## config.mk

```make
export PLATFORM = sky130hd
export DESIGN_NAME = hf_reader_sequencer
export DESIGN_NICKNAME = d
export VERILOG_FILES = /design/src/rtl/hf_reader_sequencer.sv
export SDC_FILE = /design/constraint.sdc
export NUM_CORES = 1
export LEC_CHECK = 0
export ABC_AREA = 1
export ABC_CLOCK_PERIOD_IN_PS = 5100
export CAP_MARGIN = 20
export CORE_ASPECT_RATIO = 1.5
export CORE_MARGIN = 2
export CORE_UTILIZATION = 45
export DETAILED_ROUTE_END_ITERATION = 12
export GPL_TIMING_DRIVEN = 0
export PLACE_DENSITY_LB_ADDON = 0.12
export SKIP_LAST_GASP = 1
export SYNTH_ARGS = -nofsm -noshare
export SYNTH_HDL_FRONTEND = slang
export SYNTH_SLANG_ARGS = --single-unit
export TNS_END_PERCENT = 50
```

## constraint.sdc

```tcl
create_clock -name osc_clk -period 5.1 [get_ports osc_clk]
set_input_delay 1.02 -clock osc_clk [delete_from_list [all_inputs] [get_ports osc_clk]]
set_output_delay 1.02 -clock osc_clk [all_outputs]
set_load 0.02 [all_outputs]
```

## src/rtl/hf_reader_sequencer.sv

```systemverilog
// Sequences one ISO14443-A reader exchange (transmit, guard, listen, receive) in 16-cycle bit slots,
// driving the HF datapath mode select and modulation bit and strobing received bits to the packer.
module hf_reader_sequencer #(
  parameter int GUARD_SLOTS   = 8,
  parameter int TIMEOUT_SLOTS = 512,
  parameter int END_SLOTS     = 2,
  parameter int MAX_RX        = 256
) (
  input  logic       osc_clk,
  input  logic       nreset,
  input  logic       start,
  input  logic       abort,
  input  logic [7:0] tx_len,
  input  logic       tx_bit,
  input  logic       rx_bit,
  output logic [2:0] mod_type,
  output logic       mod_bit,
  output logic       tx_req,
  output logic       rx_data,
  output logic       rx_strobe,
  output logic       rx_sof,
  output logic       busy,
  output logic       done,
  output logic       timeout
);

  localparam int GW = $clog2(GUARD_SLOTS + 1);
  localparam int TW = $clog2(TIMEOUT_SLOTS + 1);
  localparam int EW = $clog2(END_SLOTS + 1);
  localparam int RW = $clog2(MAX_RX + 1);

  localparam logic [GW-1:0] GUARD_MAX   = GW'(GUARD_SLOTS);
  localparam logic [GW-1:0] GUARD_LAST  = GW'(GUARD_SLOTS - 1);
  localparam logic [TW-1:0] LISTEN_MAX  = TW'(TIMEOUT_SLOTS);
  localparam logic [TW-1:0] LISTEN_LAST = TW'(TIMEOUT_SLOTS - 1);
  localparam logic [EW-1:0] ZERO_MAX    = EW'(END_SLOTS);
  localparam logic [EW-1:0] ZERO_LAST   = EW'(END_SLOTS - 1);
  localparam logic [RW-1:0] RX_MAX      = RW'(MAX_RX);
  localparam logic [RW-1:0] RX_LAST     = RW'(MAX_RX - 1);

  localparam logic [2:0] MODE_SNIFFER    = 3'b000;
  localparam logic [2:0] MODE_LISTEN     = 3'b011;
  localparam logic [2:0] MODE_READER_MOD = 3'b100;

  typedef enum logic [2:0] {
    S_IDLE,
    S_TX,
    S_GUARD,
    S_LISTEN,
    S_RX,
    S_DONE
  } state_e;

  state_e        state, state_n;
  logic [3:0]    slot_cnt, slot_cnt_n;
  logic [7:0]    tx_len_q, tx_len_n;
  logic [7:0]    tx_slot, tx_slot_n;
  logic [GW-1:0] guard_cnt, guard_cnt_n;
  logic [TW-1:0] listen_cnt, listen_cnt_n;
  logic [EW-1:0] zero_cnt, zero_cnt_n;
  logic [RW-1:0] rx_count, rx_count_n;
  logic          mod_bit_n;
  logic          timeout_n;
  logic          slot_end;

  assign slot_end = (slot_cnt == 4'd15);

  // NOTE: every variable driven here gets a default first, so no path leaves one unassigned
  // and no latch is inferred.
  always_comb begin
    state_n      = state;
    slot_cnt_n   = slot_cnt + 4'd1;
    tx_len_n     = tx_len_q;
    tx_slot_n    = tx_slot;
    guard_cnt_n  = guard_cnt;
    listen_cnt_n = listen_cnt;
    zero_cnt_n   = zero_cnt;
    rx_count_n   = rx_count;
    mod_bit_n    = mod_bit;
    timeout_n    = timeout;
    tx_req       = 1'b0;
    rx_strobe    = 1'b0;
    rx_data      = 1'b0;
    rx_sof       = 1'b0;

    unique case (state)
      S_IDLE: begin
        if (start) begin
          tx_len_n     = tx_len;
          timeout_n    = 1'b0;
          tx_slot_n    = '0;
          guard_cnt_n  = '0;
          listen_cnt_n = '0;
          zero_cnt_n   = '0;
          rx_count_n   = '0;
          state_n      = (tx_len != 8'd0) ? S_TX : S_LISTEN;
        end
      end

      S_TX: begin
        if (slot_cnt == 4'd0) mod_bit_n = tx_bit;
        if (slot_end) begin
          if (tx_slot == tx_len_q - 8'd1) begin
            mod_bit_n = 1'b0;
            state_n   = S_GUARD;
          end else begin
            tx_req    = 1'b1;
            tx_slot_n = tx_slot + 8'd1;
          end
        end
      end

      S_GUARD: begin
        mod_bit_n = 1'b0;
        if (slot_end) begin
          if (guard_cnt == GUARD_LAST) state_n = S_LISTEN;
          else guard_cnt_n = (guard_cnt == GUARD_MAX) ? guard_cnt : guard_cnt + 1'b1;
        end
      end

      S_LISTEN: begin
        if (slot_end) begin
          if (rx_bit) begin
            rx_sof     = 1'b1;
            rx_strobe  = 1'b1;
            rx_data    = 1'b1;
            rx_count_n = RW'(1);
            zero_cnt_n = '0;
            state_n    = (MAX_RX <= 1) ? S_DONE : S_RX;
          end else if (listen_cnt == LISTEN_LAST) begin
            timeout_n = 1'b1;
            state_n   = S_DONE;
          end else begin
            listen_cnt_n = (listen_cnt == LISTEN_MAX) ? listen_cnt : listen_cnt + 1'b1;
          end
        end
      end

      S_RX: begin
        if (slot_end) begin
          rx_strobe  = 1'b1;
          rx_data    = rx_bit;
          rx_count_n = (rx_count == RX_MAX) ? rx_count : rx_count + 1'b1;
          if (rx_bit) zero_cnt_n = '0;
          else zero_cnt_n = (zero_cnt == ZERO_MAX) ? zero_cnt : zero_cnt + 1'b1;
          if ((!rx_bit && zero_cnt == ZERO_LAST) || rx_count == RX_LAST) state_n = S_DONE;
        end
      end

      S_DONE: state_n = S_IDLE;

      default: state_n = S_IDLE;
    endcase

    // Abort beats everything, including a start seen in the same cycle; the sticky flag and
    // latched length keep their previous values.
    if (abort) begin
      state_n   = S_IDLE;
      mod_bit_n = 1'b0;
      timeout_n = timeout;
      tx_len_n  = tx_len_q;
      tx_req    = 1'b0;
      rx_strobe = 1'b0;
      rx_data   = 1'b0;
      rx_sof    = 1'b0;
    end

    // The slot timer parks at zero in IDLE so every exchange starts on a slot boundary.
    if (state == S_IDLE || state_n == S_IDLE) slot_cnt_n = 4'd0;
  end

  // NOTE: sequential state uses non-blocking assignments so every register samples the
  // values from before the edge, independent of statement order.
  always_ff @(posedge osc_clk or negedge nreset) begin
    if (!nreset) begin
      state      <= S_IDLE;
      slot_cnt   <= 4'd0;
      tx_len_q   <= 8'd0;
      tx_slot    <= 8'd0;
      guard_cnt  <= '0;
      listen_cnt <= '0;
      zero_cnt   <= '0;
      rx_count   <= '0;
      mod_bit    <= 1'b0;
      timeout    <= 1'b0;
    end else begin
      state      <= state_n;
      slot_cnt   <= slot_cnt_n;
      tx_len_q   <= tx_len_n;
      tx_slot    <= tx_slot_n;
      guard_cnt  <= guard_cnt_n;
      listen_cnt <= listen_cnt_n;
      zero_cnt   <= zero_cnt_n;
      rx_count   <= rx_count_n;
      mod_bit    <= mod_bit_n;
      timeout    <= timeout_n;
    end
  end

  always_comb begin
    mod_type = MODE_SNIFFER;
    unique case (state)
      S_TX:                     mod_type = MODE_READER_MOD;
      S_GUARD, S_LISTEN, S_RX:  mod_type = MODE_LISTEN;
      default:                  mod_type = MODE_SNIFFER;
    endcase
  end

  assign busy = (state != S_IDLE);
  assign done = (state == S_DONE) && !abort;

endmodule

```

# ---- Yosys cells after proc, flatten, opt, wreduce, memory -nomap -nowiden
# Cells that the tools add are included.
dict set report classes {
  div_mod_pow 0
  muxes 67
  reduce_logical 24
  addsub 7
  shifts 0
  n_eq_ne 30
  mul 0
  n_lt_le_gt_ge 0
  n_bitwise 1
}
# op n
set op_table {}
lappend op_table {{two-way mux 10 bit} 5}
lappend op_table {{two-way mux 9 bit} 5}
lappend op_table {{two-way mux 3 bit} 11}
lappend op_table {{!= test 2 bit, second input constant} 14}
lappend op_table {{one-hot mux 9 bit (3 select lines)} 1}
lappend op_table {{two-way mux 8 bit} 3}
lappend op_table {{AND reduction 6 bit} 4}
lappend op_table {{two-way mux 1 bit} 20}
lappend op_table {{two-way mux 4 bit} 5}
lappend op_table {{one-hot mux 10 bit (2 select lines)} 1}
lappend op_table {{one-hot mux 8 bit (2 select lines)} 1}
lappend op_table {{one-hot mux 3 bit (5 select lines)} 1}
lappend op_table {{two-way mux 2 bit} 7}
lappend op_table {{adder 10 x 1 -> 10 bit, second input constant} 1}
lappend op_table {{== test 10 bit, second input constant} 1}
lappend op_table {{== test 10 x 9 -> 1 bit, second input constant} 1}
lappend op_table {{adder 9 x 1 -> 9 bit, second input constant} 1}
lappend op_table {{== test 9 x 8 -> 1 bit, second input constant} 1}
lappend op_table {{== test 9 bit, second input constant} 1}
lappend op_table {{nonzero test 3 bit} 3}
lappend op_table {{adder 4 x 1 -> 4 bit, second input constant} 2}
lappend op_table {{adder 8 x 1 -> 8 bit, second input constant} 1}
lappend op_table {{== test 4 bit, second input constant} 2}
lappend op_table {{== test 8 bit} 1}
lappend op_table {{25 further kinds} 36}
dict set report word_totals {
  mem_count 0
  inputBits 14
  latch_bits 0
  wordCells 139
  mem_bits_rw 0
  register_bits 50
  romBits 0
}

# ---- Logic depth before layout (Yosys ltp)
dict set report logic_depth {
  depth_word 10
  ltp_mapped 17
  mapped_depth_nobuf 17
}

# ---- Worst setup path before layout
# No wires, ideal clock.
dict set report synth_path {
  path_type {register to output}
  from {register tx_len_q[0]}
  to {output port tx_req}
  path_buffers 0
  slack_ps 2265
  required_ps 4080
  stages_incl_launch_ff 11
  t_arrival_ps 1815
  path_cell_list {dfrtp_1 > inv_2 > ha_1 > nand2_1 > o21ai_1 > nand2_1 > nand2_1 > nor2_1 > nand2_1 > inv_2 > nor4_1}
}
dict set report synth_between {
  elab_chain_cells 6
}
# item line
set synth_rtl {}
lappend synth_rtl {{from (decl)} 56} ;# logic [7:0] tx_len_q, tx_len_n;
lappend synth_rtl {{from (signal assigned)} 189} ;# tx_len_q <= tx_len_n;
lappend synth_rtl {{subtractor 8 x 1 -> 8 bit} 103} ;# if (tx_slot == tx_len_q - 8'd1) begin
lappend synth_rtl {{== test 8 bit} 103}
lappend synth_rtl {{two-way mux 1 bit} 103}
lappend synth_rtl {{two-way mux 1 bit} 102} ;# if (slot_end) begin
lappend synth_rtl {{two-way mux 1 bit} 86} ;# unique case (state)
lappend synth_rtl {{two-way mux 1 bit} 157} ;# if (abort) begin
lappend synth_rtl {{to (decl)} 18} ;# output logic tx_req,
# Every way passes these cells.

# ---- Worst setup path in the final report
dict set report layout_path {
  from {input port abort}
  to {output port rx_data}
}
dict set report layout_between {
  elab_chain_cells 1
}
# item line
set layout_rtl {}
lappend layout_rtl {{from (decl)} 12} ;# input logic abort,
lappend layout_rtl {{two-way mux 1 bit} 157}
lappend layout_rtl {{to (decl)} 19} ;# output logic rx_data,
# Every way passes these cells.

==> impl_results.md <==
- Sequential fraction of the synthesis area: 37.86%
- CP max-delay cell: clkdlybuf4s50_1
- Worst-Skew Late Latency: 0.32 ns
- Simple-Gate Fraction of Synth Area: between 30% and 40%
- Fmax: 270.7 MHz
- Vias: 2,978
- Synth Warn #: 0
- PwrDens: 234.1 nW/µm²
- Gates resized, CTS repair: 0
- Worst-margin pin slew: 0.5135 ns
- Post-route setup TNS: 0 ns
- Detail Placement HPWL: 5958 µm
- Most common cell after layout, fill and taps aside: nand2_1
- Setup CP Type: in2out
- Post-CTS Hold Buffers: 0
- Starting Density: 46.03%
- Crit-path cells: clkdlybuf4s50_1 > inv_1 > nand3_1 > a21oi_1 > clkdlybuf4s50_1
- Most frequent cells in the layout: 102 x nand2_1, 63 x inv_1, 50 x dfrtp_1, 42 x nor2_1, 34 x nand3_1
- Final setup fails: 0
- Mux share of post-synthesis cell area: less than 1%
- Wirelength per Cell: 13.19 µm
- Final WL: 7635 µm
- Port Buffers: 24
- Max clock buf depth: 2
- Ant. Diodes: 0
- Leak Pwr: 1.702 nW
- Number of post-CTS setup repair buffers: 0
- WP data required: 4.08 ns
- Post-DP Area: 3685 µm²
- Clock skew: 0.01475 ns
- Post-Syn Instances: 446
- Critical path arrival: roughly 2.7 ns
- CP Launch Type: input pin
- Period minus WS final: 3.695 ns
- Row count: 38
- CP top delay family: buffers and inverters
- Mean post-synth cell area: about 7.4 µm²
- CTS tree: done
- Final Power: 0.8848 mW
- # H-tree levels: 2
- Final Hold Viols: 0
- Post-route antenna net violation count: 0
- Die area: 8058 µm²
- Crit-path max FO: 7
- Cell area after synthesis: 3304 µm²
- Die height: 109.0 µm
- Max-cap violations: 0
- I/O pin count: 25
- Outcome: complete, no violations
- Share of post-route cells with drive strength above 1: around 12%
- Largest stage delay, worst path: 0.62 ns
- Pins Over Slew Limit: 0
- Fraction of the mapped netlist area in adder cells: 4.922%
- Gp weighted congestion: 0.8938
- Clock Sinks: 50
- Number of CTS-inserted buffers: 5
- Setup WS pre-CTS: around 1.4 ns
- Initial antenna violation count: 0
- Largest family of logic cells by synthesized area: simple AND/OR/NAND/NOR gates
- Synth Area in Compound Gates: 12.80%
- Die Span X: 73.97 µm
- CP Buf/Inv Count: 3
- Vias in the first global route: 2,750
- Worst-path clk slew: 0.08 ns
- CP most frequent cell: clkdlybuf4s50_1
- DR vias/cell: approximately 5.1
- Synthesized flop and latch total: 50
- Syn-to-layout area delta: 14.39%
- Final worst path period share: 72.44%
- Final WS setup: 1.405 ns
- Tightest Hold Check Type: reg2reg
- Syn nets: 473
- Worst setup EP type: primary output
- 1st-pass router iterations: 4
- Gr ovfl total: 0
- DRT iter0 DRCs: 128
- Slew Limit Headroom: 65.77%
- XOR/XNOR Fraction of Synth Area: approximately 2.7%
- Drt drc: 0
- CTS root buffer: clkbuf_8
- Maximum vdd drop: 222.7 µV
- All-Layer GR Usage: 20.47%
- Pin count of the biggest net entering global routing: 30
- Nets: 505
- Core box area: 7179 µm²
- Distinct cells, synth: 39
- RSZ-0062 raised after global routing: false
- First-pass GRT wire length: 12,660 µm
- Finished Cell Area: 3780 µm²
[power by group]
part | leakage, nW | switching (mW) | internal, mW
sequential | 0.682 | 0.0224 | 0.413
combinational | 0.973 | 0.127 | 0.0711
clock | 0.0472 | 0.142 | 0.109
[cells in the mapped netlist (all sizes together)]
master,instances,area (µm²)
nand2,109,431.7
a221oi,2,30.03
buf,6,38.79
nor3b,1,7.510
a31oi,1,6.260
o31ai,2,15.01
xnor2,4,35.03
nor3,13,91.34
nor4,6,37.54
mux2,1,11.26
o211ai,3,27.52
nand3,35,180.2
ha,13,162.7
xor2,6,52.55
dfrtp,50,1251
and2,1,6.260
nand4,8,50.05
nand3b,1,7.510
nor2,52,240.2
o22ai,4,25.02
inv,69,259.0
or2,3,18.77
o21ai,36,210.2
a21oi,17,85.08
o32ai,1,8.760
a211oi,2,15.01
[registers in the layout, summed over array words and instances, names as in the netlist]
signal / cells
state: 3
tx_len_q: 8
mod_bit: 1
slot_cnt: 4
rx_count: 9
guard_cnt: 4
timeout: 1
zero_cnt: 2
listen_cnt: 10
tx_slot: 8
[worst reg2reg max path, cell delays in order, from the launching register on]
cell      delay [ns]
dfrtp_1         0.45
inv_2           0.15
ha_1            0.24
nand2_1         0.14
o21ai_1         0.14
nand2_1         0.08
nand2_1         0.07
nor2_1          0.04
nand2_1         0.08
inv_2           0.05
o21ai_2         0.11
o211ai_2        0.19
buf_6           0.22
nand2_1         0.07
o21ai_2         0.05
[metrics by stage]
stage          hold slack [ns]  utilization [%]  cells
2_1_floorplan           0.4531                -    446
3_3_place_gp            0.4744            51.12    570
3_5_place_dp            0.4832            51.32    571
4_1_cts                 0.4932            52.65    579
5_1_grt                 0.5447            52.65    579
6_report                0.4920            52.65    579
[cells by family after synthesis]
logic type,after synthesis
AOI/OAI and AO/OA,68
xor gates and xnor gates,10
adders and majority gates,13
buffers and inverters,75
DFF,50
muxes,1
and+or+nand+nor,229
[path summary, 6_finish.rpt]
path / from / end / slack [ns] / cells after the start
setup / recovery: abort / rx_data / 1.41 / 5
hold / removal: slot_cnt[0] / slot_cnt[0] / 0.49 / 1
setup reg to reg: tx_len_q[0] / tx_slot[5] / 2.94 / 14
hold reg to reg: slot_cnt[0] / slot_cnt[0] / 0.49 / 1
max in group asynchronous: nreset / listen_cnt[6] / 3.89 / 2
min in group asynchronous: nreset / tx_len_q[1] / 0.66 / 1
[layout make-up]
cell class              instances  area [µm²]
clock buffers                   6       82.58
clock inverters                 2       12.51
flip-flops and latches         50        1251
well taps                     100       125.1
plain buffers                   6       38.79
inverters                      69       259.0
repair buffers                 25       255.2
multi-input cells             321        1755
fillers                       719        3400
[layer usage]
metal | GRT usage (%) | share of wire, %
met5 | 0 | 0
met4 | 7.662 | 2.0
met3 | 2.773 | 2.7
met2 | 37.63 | 53
met1 | 23.43 | 42
(Power assumes the default switching activity.)
